===== src/rtl/spi_frame_arbiter_if.sv =====
// Requester-side bundle of the SPI frame arbiter: per-channel transmit handshake
// plus the shared receive bus.
interface spi_frame_arbiter_if #(
  parameter int unsigned N_CH = 4,
  parameter int unsigned PL   = 60
);
  logic [N_CH-1:0]    tx_valid;
  logic [N_CH*PL-1:0] tx_data;
  logic [N_CH-1:0]    tx_ready;
  logic [N_CH-1:0]    tx_done;
  logic [N_CH-1:0]    rx_valid;
  logic [PL-1:0]      rx_data;

  modport master (
    output tx_valid, tx_data,
    input  tx_ready, tx_done, rx_valid, rx_data
  );

  modport slave (
    input  tx_valid, tx_data,
    output tx_ready, tx_done, rx_valid, rx_data
  );
endinterface


===== src/rtl/spi_frame_arbiter.sv =====
// System-clock controller sharing one full-duplex SPI frame stream among N_CH
// requesters: header-routed receive and round-robin arbitrated transmit.
module spi_frame_arbiter #(
  parameter int unsigned DATA_LENGTH = 64,
  parameter int unsigned N_CH        = 4,
  parameter int unsigned CH_BITS     = 4,
  parameter int unsigned SYNC_STAGES = 2
) (
  input  logic                   clk,
  input  logic                   rst_n,
  input  logic [DATA_LENGTH-1:0] spi_data_in,
  input  logic                   spi_data_ready,
  input  logic                   spi_cs,
  output logic [DATA_LENGTH-1:0] spi_data_out,
  spi_frame_arbiter_if.slave     req,
  output logic                   busy,
  output logic [7:0]             bad_ch_cnt
);
  localparam int unsigned PL = DATA_LENGTH - CH_BITS;
  localparam logic [DATA_LENGTH-1:0] IDLE_FRAME = {{CH_BITS{1'b1}}, {PL{1'b0}}};
  localparam logic [CH_BITS-1:0] HDR_IDLE = {CH_BITS{1'b1}};
  localparam logic [CH_BITS-1:0] LAST_CH  = CH_BITS'(N_CH - 1);

  typedef enum logic {S_IDLE, S_STAGED} state_t;

  state_t state_q, state_d;

  logic [SYNC_STAGES-1:0] dr_sync_q;
  logic [SYNC_STAGES-1:0] cs_sync_q;
  logic                   dr_prev_q;
  logic                   frame_done;

  logic [CH_BITS-1:0]     ptr_q, ptr_c;
  logic [CH_BITS-1:0]     gch_q, gch_c;
  logic [DATA_LENGTH-1:0] data_out_q, data_out_c;
  logic [N_CH-1:0]        tx_ready_q, tx_ready_c;
  logic [N_CH-1:0]        tx_done_q, tx_done_c;
  logic                   busy_q, busy_c;

  logic [N_CH-1:0]        rx_valid_q;
  logic [PL-1:0]          rx_data_q;
  logic [7:0]             bad_q;
  logic [CH_BITS-1:0]     hdr;

  logic                   grant_any;
  logic [CH_BITS-1:0]     grant_idx;
  logic [PL-1:0]          grant_pl;

  // CDC: frame-complete flag and chip select; bit 0 is the newest sample.
  always_ff @(posedge clk or negedge rst_n) begin
    if (!rst_n) begin
      dr_sync_q <= '0;
      cs_sync_q <= '1;
      dr_prev_q <= 1'b0;
    end else begin
      dr_sync_q <= (dr_sync_q << 1) | SYNC_STAGES'(spi_data_ready);
      cs_sync_q <= (cs_sync_q << 1) | SYNC_STAGES'(spi_cs);
      dr_prev_q <= dr_sync_q[SYNC_STAGES-1];
    end
  end

  assign frame_done = dr_sync_q[SYNC_STAGES-1] & ~dr_prev_q;

  // An aborted CS window needs no action: the staged frame is simply held for the next one.
  logic unused_cs;
  assign unused_cs = ^cs_sync_q;

  assign hdr = spi_data_in[DATA_LENGTH-1 -: CH_BITS];

  // Receive path: route by header, count out-of-range headers, ignore idle frames.
  always_ff @(posedge clk or negedge rst_n) begin
    if (!rst_n) begin
      rx_valid_q <= '0;
      rx_data_q  <= '0;
      bad_q      <= '0;
    end else begin
      rx_valid_q <= '0;
      if (frame_done) begin
        if (hdr < CH_BITS'(N_CH)) begin
          rx_valid_q <= N_CH'(1) << hdr;
          rx_data_q  <= spi_data_in[PL-1:0];
        end else if (hdr != HDR_IDLE && bad_q != 8'hFF) begin
          bad_q <= bad_q + 8'd1;
        end
      end
    end
  end

  // Round-robin pick: lowest requester at/after the pointer, else lowest overall.
  always_comb begin
    logic               found_hi, found_lo;
    logic [CH_BITS-1:0] idx_hi, idx_lo;
    found_hi = 1'b0;
    found_lo = 1'b0;
    idx_hi   = '0;
    idx_lo   = '0;
    grant_pl = '0;
    for (int i = 0; i < N_CH; i++) begin
      if (!found_hi && req.tx_valid[i] && CH_BITS'(i) >= ptr_q) begin
        found_hi = 1'b1;
        idx_hi   = CH_BITS'(i);
      end
      if (!found_lo && req.tx_valid[i]) begin
        found_lo = 1'b1;
        idx_lo   = CH_BITS'(i);
      end
    end
    grant_any = found_lo;
    grant_idx = found_hi ? idx_hi : idx_lo;
    for (int i = 0; i < N_CH; i++) begin
      if (CH_BITS'(i) == grant_idx) grant_pl = req.tx_data[i*PL +: PL];
    end
  end

  always_ff @(posedge clk or negedge rst_n) begin
    if (!rst_n) state_q <= S_IDLE;
    else        state_q <= state_d;
  end

  always_comb begin
    state_d = state_q;
    case (state_q)
      S_IDLE:   if (grant_any)  state_d = S_STAGED;
      S_STAGED: if (frame_done) state_d = S_IDLE;
      default:  state_d = S_IDLE;
    endcase
  end

  always_comb begin
    tx_ready_c = '0;
    tx_done_c  = '0;
    data_out_c = data_out_q;
    ptr_c      = ptr_q;
    gch_c      = gch_q;
    busy_c     = (state_d == S_STAGED);
    case (state_q)
      S_IDLE: begin
        data_out_c = IDLE_FRAME;
        if (grant_any) begin
          tx_ready_c = N_CH'(1) << grant_idx;
          data_out_c = {grant_idx, grant_pl};
          gch_c      = grant_idx;
          ptr_c      = (grant_idx == LAST_CH) ? '0 : grant_idx + CH_BITS'(1);
        end
      end
      S_STAGED: begin
        if (frame_done) begin
          tx_done_c  = N_CH'(1) << gch_q;
          data_out_c = IDLE_FRAME;
        end
      end
      default: data_out_c = IDLE_FRAME;
    endcase
  end

  always_ff @(posedge clk or negedge rst_n) begin
    if (!rst_n) begin
      ptr_q      <= '0;
      gch_q      <= '0;
      data_out_q <= IDLE_FRAME;
      tx_ready_q <= '0;
      tx_done_q  <= '0;
      busy_q     <= 1'b0;
    end else begin
      ptr_q      <= ptr_c;
      gch_q      <= gch_c;
      data_out_q <= data_out_c;
      tx_ready_q <= tx_ready_c;
      tx_done_q  <= tx_done_c;
      busy_q     <= busy_c;
    end
  end

  assign spi_data_out = data_out_q;
  assign busy         = busy_q;
  assign bad_ch_cnt   = bad_q;
  assign req.tx_ready = tx_ready_q;
  assign req.tx_done  = tx_done_q;
  assign req.rx_valid = rx_valid_q;
  assign req.rx_data  = rx_data_q;
endmodule


===== src/flat_wrapper.sv =====
// flat-port wrapper written by rule: the top's interface ports become plain ports
module spi_frame_arbiter_flat 
#(
  parameter int unsigned DATA_LENGTH = 64,
  parameter int unsigned N_CH        = 4,
  parameter int unsigned CH_BITS     = 4,
  parameter int unsigned SYNC_STAGES = 2
)
  (clk, rst_n, spi_data_in, spi_data_ready, spi_cs, spi_data_out, busy, bad_ch_cnt, req_tx_valid, req_tx_data, req_tx_ready, req_tx_done, req_rx_valid, req_rx_data);
  spi_frame_arbiter_if #(.N_CH(N_CH), .PL(((64) - CH_BITS))) req_i ();
  input  logic clk;
  input  logic rst_n;
  input  logic [DATA_LENGTH-1:0] spi_data_in;
  input  logic spi_data_ready;
  input  logic spi_cs;
  output logic [DATA_LENGTH-1:0] spi_data_out;
  output logic busy;
  output logic [7:0] bad_ch_cnt;
  input wire logic [$bits(req_i.tx_valid)-1:0] req_tx_valid;
  input wire logic [$bits(req_i.tx_data)-1:0] req_tx_data;
  output wire logic [$bits(req_i.tx_ready)-1:0] req_tx_ready;
  output wire logic [$bits(req_i.tx_done)-1:0] req_tx_done;
  output wire logic [$bits(req_i.rx_valid)-1:0] req_rx_valid;
  output wire logic [$bits(req_i.rx_data)-1:0] req_rx_data;
  assign req_i.tx_valid = req_tx_valid;
  assign req_i.tx_data = req_tx_data;
  assign req_tx_ready = req_i.tx_ready;
  assign req_tx_done = req_i.tx_done;
  assign req_rx_valid = req_i.rx_valid;
  assign req_rx_data = req_i.rx_data;
  spi_frame_arbiter #(.DATA_LENGTH(DATA_LENGTH), .N_CH(N_CH), .CH_BITS(CH_BITS), .SYNC_STAGES(SYNC_STAGES)) u_core (.clk(clk), .rst_n(rst_n), .spi_data_in(spi_data_in), .spi_data_ready(spi_data_ready), .spi_cs(spi_cs), .spi_data_out(spi_data_out), .req(req_i), .busy(busy), .bad_ch_cnt(bad_ch_cnt));
endmodule

===== config.mk =====
export PLATFORM = sky130hd
export DESIGN_NAME = spi_frame_arbiter_flat
export DESIGN_NICKNAME = d
export VERILOG_FILES = /design/src/rtl/spi_frame_arbiter_if.sv /design/src/rtl/spi_frame_arbiter.sv /design/src/flat_wrapper.sv
export SDC_FILE = /design/constraint.sdc
export NUM_CORES = 1
export LEC_CHECK = 0
export ABC_CLOCK_PERIOD_IN_PS = 6900
export BUFFER_PORTS_ARGS = -buffer_cell sky130_fd_sc_hd__buf_2
export CAP_MARGIN = 10
export CORE_AREA = 5 5 176 178
export DETAILED_ROUTE_END_ITERATION = 8
export DIE_AREA = 0 0 181 183
export PLACE_DENSITY = 0.55
export SLEW_MARGIN = 10
export SYNTH_ARGS = -nofsm -noshare
export SYNTH_HDL_FRONTEND = slang
export SYNTH_SLANG_ARGS = --single-unit

===== constraint.sdc =====
create_clock -name clk -period 6.9 [get_ports clk]
set_clock_uncertainty 0.2 [all_clocks]
set_input_delay 1.035 -clock clk [delete_from_list [all_inputs] [get_ports clk]]
set_output_delay 1.035 -clock clk [all_outputs]
set_load 0.02 [all_outputs]

# Word-level counts from Yosys, hierarchy flattened
# Index checks and enable logic that the tools add are counted.
# W data, S select, Z words.
totals:
  reg_bits: 156
  output_inout_bits: 145
op_classes:
  add_sub_neg: 2
  n_lt_le_gt_ge: 5
  eq_ne: 7
  n_shift: 3
  mux: 32
  bitwise_logic: 5
  n_reduce_logical: 21
ops:
  columns: ["op", "n"]
  rows:
  - ["$mux W60", 4]
  - ["$mux W64", 2]
  - ["$pmux W64 S2", 1]
  - ["$mux W4", 7]
  - ["$mux W1", 12]
  - ["$shl A1 B4 Y4 const A", 3]
  - ["$logic_and A1 B1 Y1", 11]
  - ["$mux W2", 5]
  - ["$add A8 B1 Y8 const B", 1]
  - ["$eq A2 B4 Y1 const A", 2]
  - ["$ge A1 B4 Y1 const A", 2]
  - ["$ge A2 B4 Y1 const A", 2]
  - ["$ne A8 B8 Y1 const B", 1]
  - ["$logic_not A1 Y1", 6]
  - ["$add A4 B1 Y4 const B", 1]
  - ["$eq A1 B4 Y1 const A", 1]
  - ["$eq A4 B2 Y1 const B", 1]
  - ["$logic_not A4 Y1", 1]
  - ["$lt A4 B3 Y1 const B", 1]
  - ["$ne A4 B4 Y1 const B", 1]
  - ["$reduce_and A2 Y1", 2]
  - ["$not A1 Y1", 3]
  - ["$reduce_and A3 Y1", 1]
  - ["$ne A2 B2 Y1 const B", 1]
  - ["other kinds (3)", 3]

# Logic depth before layout (Yosys ltp)
depth:
  ltp_word: 23
  ltp_mapped: 11
  ltp_nobuf: 9

# Least setup slack after synthesis
# No wires, ideal clock.
synth_path:
  path_type: "input to register"
  startpoint: "in req_tx_valid[3]"
  endpoint: "reg u_core.data_out_q[31] (netlist: u_core.spi_data_out[31])"
  t_arrival_ns: 2.670
  path_slack_ns: 3.897
  path_stages: 10
  cell_sequence: "o21bai_1 -> a221oi_1 -> inv_1 -> ha_1 -> buf_2 -> buf_1 -> a21oi_1 -> o21ai_0 -> a22oi_1 -> o21ai_0"
synth_between:
  elab_chain_len: 11
  elab_cells_between_ends: 18
synth_rtl:
  columns: ["item", "line", "source"]
  rows:
  - ["start, declared", "flat_wrapper.sv:19", "input wire logic [$bits(req_i.tx_valid)-1:0] req_tx_valid;"]
  - ["$logic_and A1 B1 Y1 (2 in series)", "spi_frame_arbiter.sv:99", "if (!found_hi && req.tx_valid[i] && CH_BITS'(i) >= ptr_q) begin"]
  - ["$mux W2 / $mux W1 (equally long branches)", "spi_frame_arbiter.sv:99", null]
  - ["$mux W2 *", "spi_frame_arbiter.sv:109", "grant_idx = found_hi ? idx_hi : idx_lo;"]
  - ["net u_core.grant_idx[1]", "spi_frame_arbiter.sv:46", "logic [CH_BITS-1:0] grant_idx;"]
  - ["$logic_not A4 Y1", "spi_frame_arbiter.sv:111", "if (CH_BITS'(i) == grant_idx) grant_pl = req.tx_data[i*PL +: PL];"]
  - ["$mux W60 (3 in series)", "spi_frame_arbiter.sv:111", null]
  - ["$mux W60 *", "spi_frame_arbiter.sv:111", null]
  - ["$mux W64 *", "spi_frame_arbiter.sv:139", "if (grant_any) begin"]
  - ["$pmux W64 S2 *", "spi_frame_arbiter.sv:136", "case (state_q)"]
  - ["end signal, assigned", "spi_frame_arbiter.sv:167", "data_out_q <= data_out_c;"]
  - ["end, declared", "spi_frame_arbiter.sv:35", "logic [DATA_LENGTH-1:0] data_out_q, data_out_c;"]
# Mark *: on every way through the listed nets, which the timed path passes. The rest lies on a longest branch.
# A chain may end at the register's enable or synchronous reset.

# Final worst setup path
layout_path:
  startpoint: "in req_tx_valid[1]"
  endpoint: "reg u_core.data_out_q[4] (netlist: u_core.spi_data_out[4])"
layout_between:
  elab_chain_len: 19
  elab_cells_between_ends: 36
layout_rtl:
  columns: ["item", "line"]
  rows:
  - ["$logic_and A1 B1 Y1 (2 in series)", "spi_frame_arbiter.sv:99"]
  - ["$mux W1", "spi_frame_arbiter.sv:99"]
  - ["$logic_not A1 Y1", "spi_frame_arbiter.sv:99"]
  - ["$logic_and A1 B1 Y1 (2 in series)", "spi_frame_arbiter.sv:99"]
  - ["$mux W1", "spi_frame_arbiter.sv:99"]
  - ["$logic_not A1 Y1", "spi_frame_arbiter.sv:99"]
  - ["$logic_and A1 B1 Y1 (2 in series)", "spi_frame_arbiter.sv:99"]
  - ["$mux W2 / $mux W1 (equally long branches)", "spi_frame_arbiter.sv:99"]
  - ["$mux W2 *", "spi_frame_arbiter.sv:109"]
  - ["net u_core.grant_idx[0]", "spi_frame_arbiter.sv:46"]
  - ["$logic_not A4 Y1", "spi_frame_arbiter.sv:111"]
  - ["$mux W60 (3 in series)", "spi_frame_arbiter.sv:111"]
  - ["$mux W60 *", "spi_frame_arbiter.sv:111"]
  - ["$mux W64 *", "spi_frame_arbiter.sv:139"]
  - ["$pmux W64 S2 *", "spi_frame_arbiter.sv:136"]
# Marked as above.

==> flow_summary.json <==
{
  "postCtsSetupRepairBufs": 0,
  "ys_seq_elements": 151,
  "hold_path_depth": 0,
  "rows": 63,
  "tritoncts.num_buffers": 17,
  "gp_congestion": 0.890,
  "num_antenna_cells": 0,
  "period_needed_ns": 3.58,
  "relSlewSlack": 0.349,
  "cp-start-kind": "input pin",
  "avgSynthCellArea_um2": 9.02,
  "antenna_found_initial": 0,
  "synthCells": 846,
  "cts_sinks": 151,
  "synth.most_common_cell": "dfrtp_1",
  "run_status": "complete, no violations",
  "wire_per_inst_um": 17.0,
  "vias_per_cell": 4.66,
  "hold_violations": 0,
  "die_h_um": 183,
  "peakVddDrop_uv": 165,
  "seqPwrFrac": 0.306,
  "seq_area_um2": 3780,
  "synth_seq_area_share": 0.496,
  "clk_pin_slew_ns": 0.06,
  "synth_common_cells": "dfrtp_1, nand2_1, a21oi_1, o21ai_0, inv_1",
  "cts_buffer_depth": 2,
  "drt_pass1_iterations": 5,
  "grt_pass1_vias": 7668,
  "initial_core_util": 0.261,
  "dieArea_um2": 33100,
  "reg2regPathDepth": 9,
  "multi_input_area_um2": 3360,
  "cap_violations": 0,
  "pin_count": 457,
  "area_growth_syn_to_layout_pct": 42.4,
  "worstHoldStart": "u_core.dr_sync_q[0]",
  "drc": 0,
  "top_layer_used": "met4",
  "yosys.area.top_type": "dfrtp_1",
  "max_slew.worst_pin.slew_ns": 0.977,
  "grt_pass1_wl_mm": 42.7,
  "async_reset_ff_frac": 1.00,
  "timing.rr.start": "u_core.ptr_q[1]",
  "totalWireLength_mm": 28.3,
  "ant_nets": 0,
  "cts.repair.resized": 0,
  "h-tree-depth": 4,
  "grt_util_all_layers": 0.162,
  "setup-violations-final": 0,
  "powerDensity_nw_per_um2": 390,
  "cts_hold_buf": 0,
  "synth_edf_count": 0,
  "synth_nets": 1163,
  "path_max_fanout": 78,
  "fin_crit_sh": 0.519,
  "rr_endpoint": "u_core.spi_data_out[4]",
  "dr_total_vias": 7746,
  "first_iter_violations": 337,
  "numPortBuffers": 455,
  "rsz0062_at_grt": "no",
  "fmax_mhz": 279,
  "worstSetupStartpoint": "req_tx_valid[1]",
  "overflow": 0,
  "nNetsFinal": 1579,
  "clkPwrFrac": 0.238,
  "synth_top_cells_by_area": "dfrtp_1, mux2_2, a21oi_1, o21ai_0, nand2_1",
  "min_to": "u_core.dr_sync_q[1]",
  "fill_cells": 3052,
  "drive_above_1_share": 0.448,
  "grt_max_degree": 79,
  "cts_tree": "done",
  "finalMaxSlewViolations": 0,
  "synth.distinct_cells": 39,
  "synth_ff_type": "dfrtp_1",
  "root_buffer": "clkbuf_16",
  "cp_data_required_time_ns": 6.95,
  "fin_tns_setup_ns": 0,
  "met2_length_mm": 13.6,
  "fp.coreArea_um2": 29200,
  "dp.final_hpwl_mm": 21.3,
  "die_w_um": 181,
  "end_kind": "flip-flop",
  "fin_util": 0.372,
  "met1_length_mm": 11.6,
  "path_class": "input pin to flip-flop",
  "switchingPower_mw": 1.82,
  "arrival_ns": 3.63,
  "r2r_slack_ns": 3.53,
  "hold_class": "flip-flop to flip-flop",
  "internal_power_mw": 2.42,
  "combinationalPowerShare": 0.456,
  "clock_latency_ns": 0.41,
  "yosys_warnings": 0,
  "swShare": 0.430,
  "yosysTopAreaCellShare": 0.485,
  "syn-cell-area_um2": 7630,
  "power_leakage_nw": 5.59,
  "wl_met3_mm": 2.28
}
critical path: stages:
cell,delay [ns]
buf_2,0.12
a21boi_0,0.09
a221o_1,0.42
inv_1,0.19
ha_4,0.45
buf_4,0.63
o21ai_0,0.25
a22oi_1,0.23
o21ai_0,0.11
through the flow:
step                instances  setup slack (ns)  cell area [µm²]  hold slack (ns)  power (mW)
floorplan                 846              3.90             7630            0.131        2.57
global placement         1633              2.91            10200            0.133        3.27
detailed placement       1633              2.87            10200            0.136        3.29
CTS                      1664              3.33            10900            0.149        4.32
global route             1664              3.07            10900            0.163        4.57
finish                   1664              3.32            10900            0.147        4.24
power groups by stage:
| stage | clock (mW) | sequential [mW] | combinational (mW) |
|---|---|---|---|
| after detailed placement | 0 | 1.31 | 1.97 |
| final | 1.01 | 1.30 | 1.94 |
| after floorplan | 0 | 1.60 | 0.973 |
| after global placement | 0 | 1.31 | 1.96 |
| after global routing | 1.07 | 1.34 | 2.16 |
| after CTS | 1.04 | 1.30 | 1.97 |
worst max path at each step:
stage                                          to  slack [ns]  cells past startpoint
final                      u_core.spi_data_out[4]        3.32                      9
after floorplan           u_core.spi_data_out[31]        3.90                     10
after detailed placement  u_core.spi_data_out[27]        2.87                      9
after global placement    u_core.spi_data_out[27]        2.91                      9
after CTS                 u_core.spi_data_out[27]        3.33                      9
after global routing      u_core.spi_data_out[27]        3.07                      9
state kept, by name (all words and copies together), names as in the netlist:
register / cells
u_core.req.tx_done: 4
u_core.req.rx_valid: 4
u_core.bad_ch_cnt: 8
u_core.dr_sync_q: 2
u_core.state_q: 1
u_core.ptr_q: 2
u_core.req.rx_data: 60
u_core.gch_q: 2
u_core.spi_data_out: 63
u_core.req.tx_ready: 4
u_core.dr_prev_q: 1
logic make-up after synthesis:
group | count (synthesis) | synth area share
flip-flops | 151 | 0.496
AO/OA/AOI/OAI | 312 | 0.227
AND/OR/NAND/NOR | 175 | 0.0992
multiplexers | 66 | 0.0972
XOR/XNOR | 3 | 0.00344
adder cells (fa/ha/maj) | 5 | 0.00820
buffers and inverters | 134 | 0.0693
routing by layer:
metal | global-route usage | up-vias
met5 | 0 | -
met4 | 0.0594 | 0
met3 | 0.0492 | 38
met2 | 0.273 | 354
met1 | 0.196 | 3607
li1 | - | 3747
cell type report:
cell class / count / share of cell area
Clock inverter: 13 / 0.0170
Sequential cell: 151 / 0.348
Inverter: 65 / 0.0225
Multi-Input combinational cell: 561 / 0.309
Timing Repair Buffer: 466 / 0.218
Tap cell: 390 / 0.0449
Clock buffer: 18 / 0.0404
cell usage in the layout, fill, tap and decap left out, types with 2 or more instances in the layout:
| cell type | instances |
|---|---|
| mux2_1 | 5 |
| and3_1 | 3 |
| and2_1 | 4 |
| dfstp_2 | 3 |
| bufinv_16 | 3 |
| buf_4 | 11 |
| o21ai_0 | 119 |
| nand3_1 | 3 |
| mux2_2 | 60 |
| buf_2 | 454 |
| inv_6 | 3 |
| nor3b_1 | 2 |
| o21ai_1 | 4 |
| clkinvlp_4 | 2 |
| dfrtp_1 | 148 |
| a22oi_1 | 60 |
| xor2_1 | 3 |
| clkbuf_16 | 17 |
| nand2_1 | 134 |
| inv_1 | 65 |
| inv_8 | 4 |
| nor2_1 | 14 |
| nand4_1 | 4 |
| nor4_1 | 2 |
| ha_4 | 3 |
| a21oi_1 | 123 |
(Power assumes the default switching activity.)
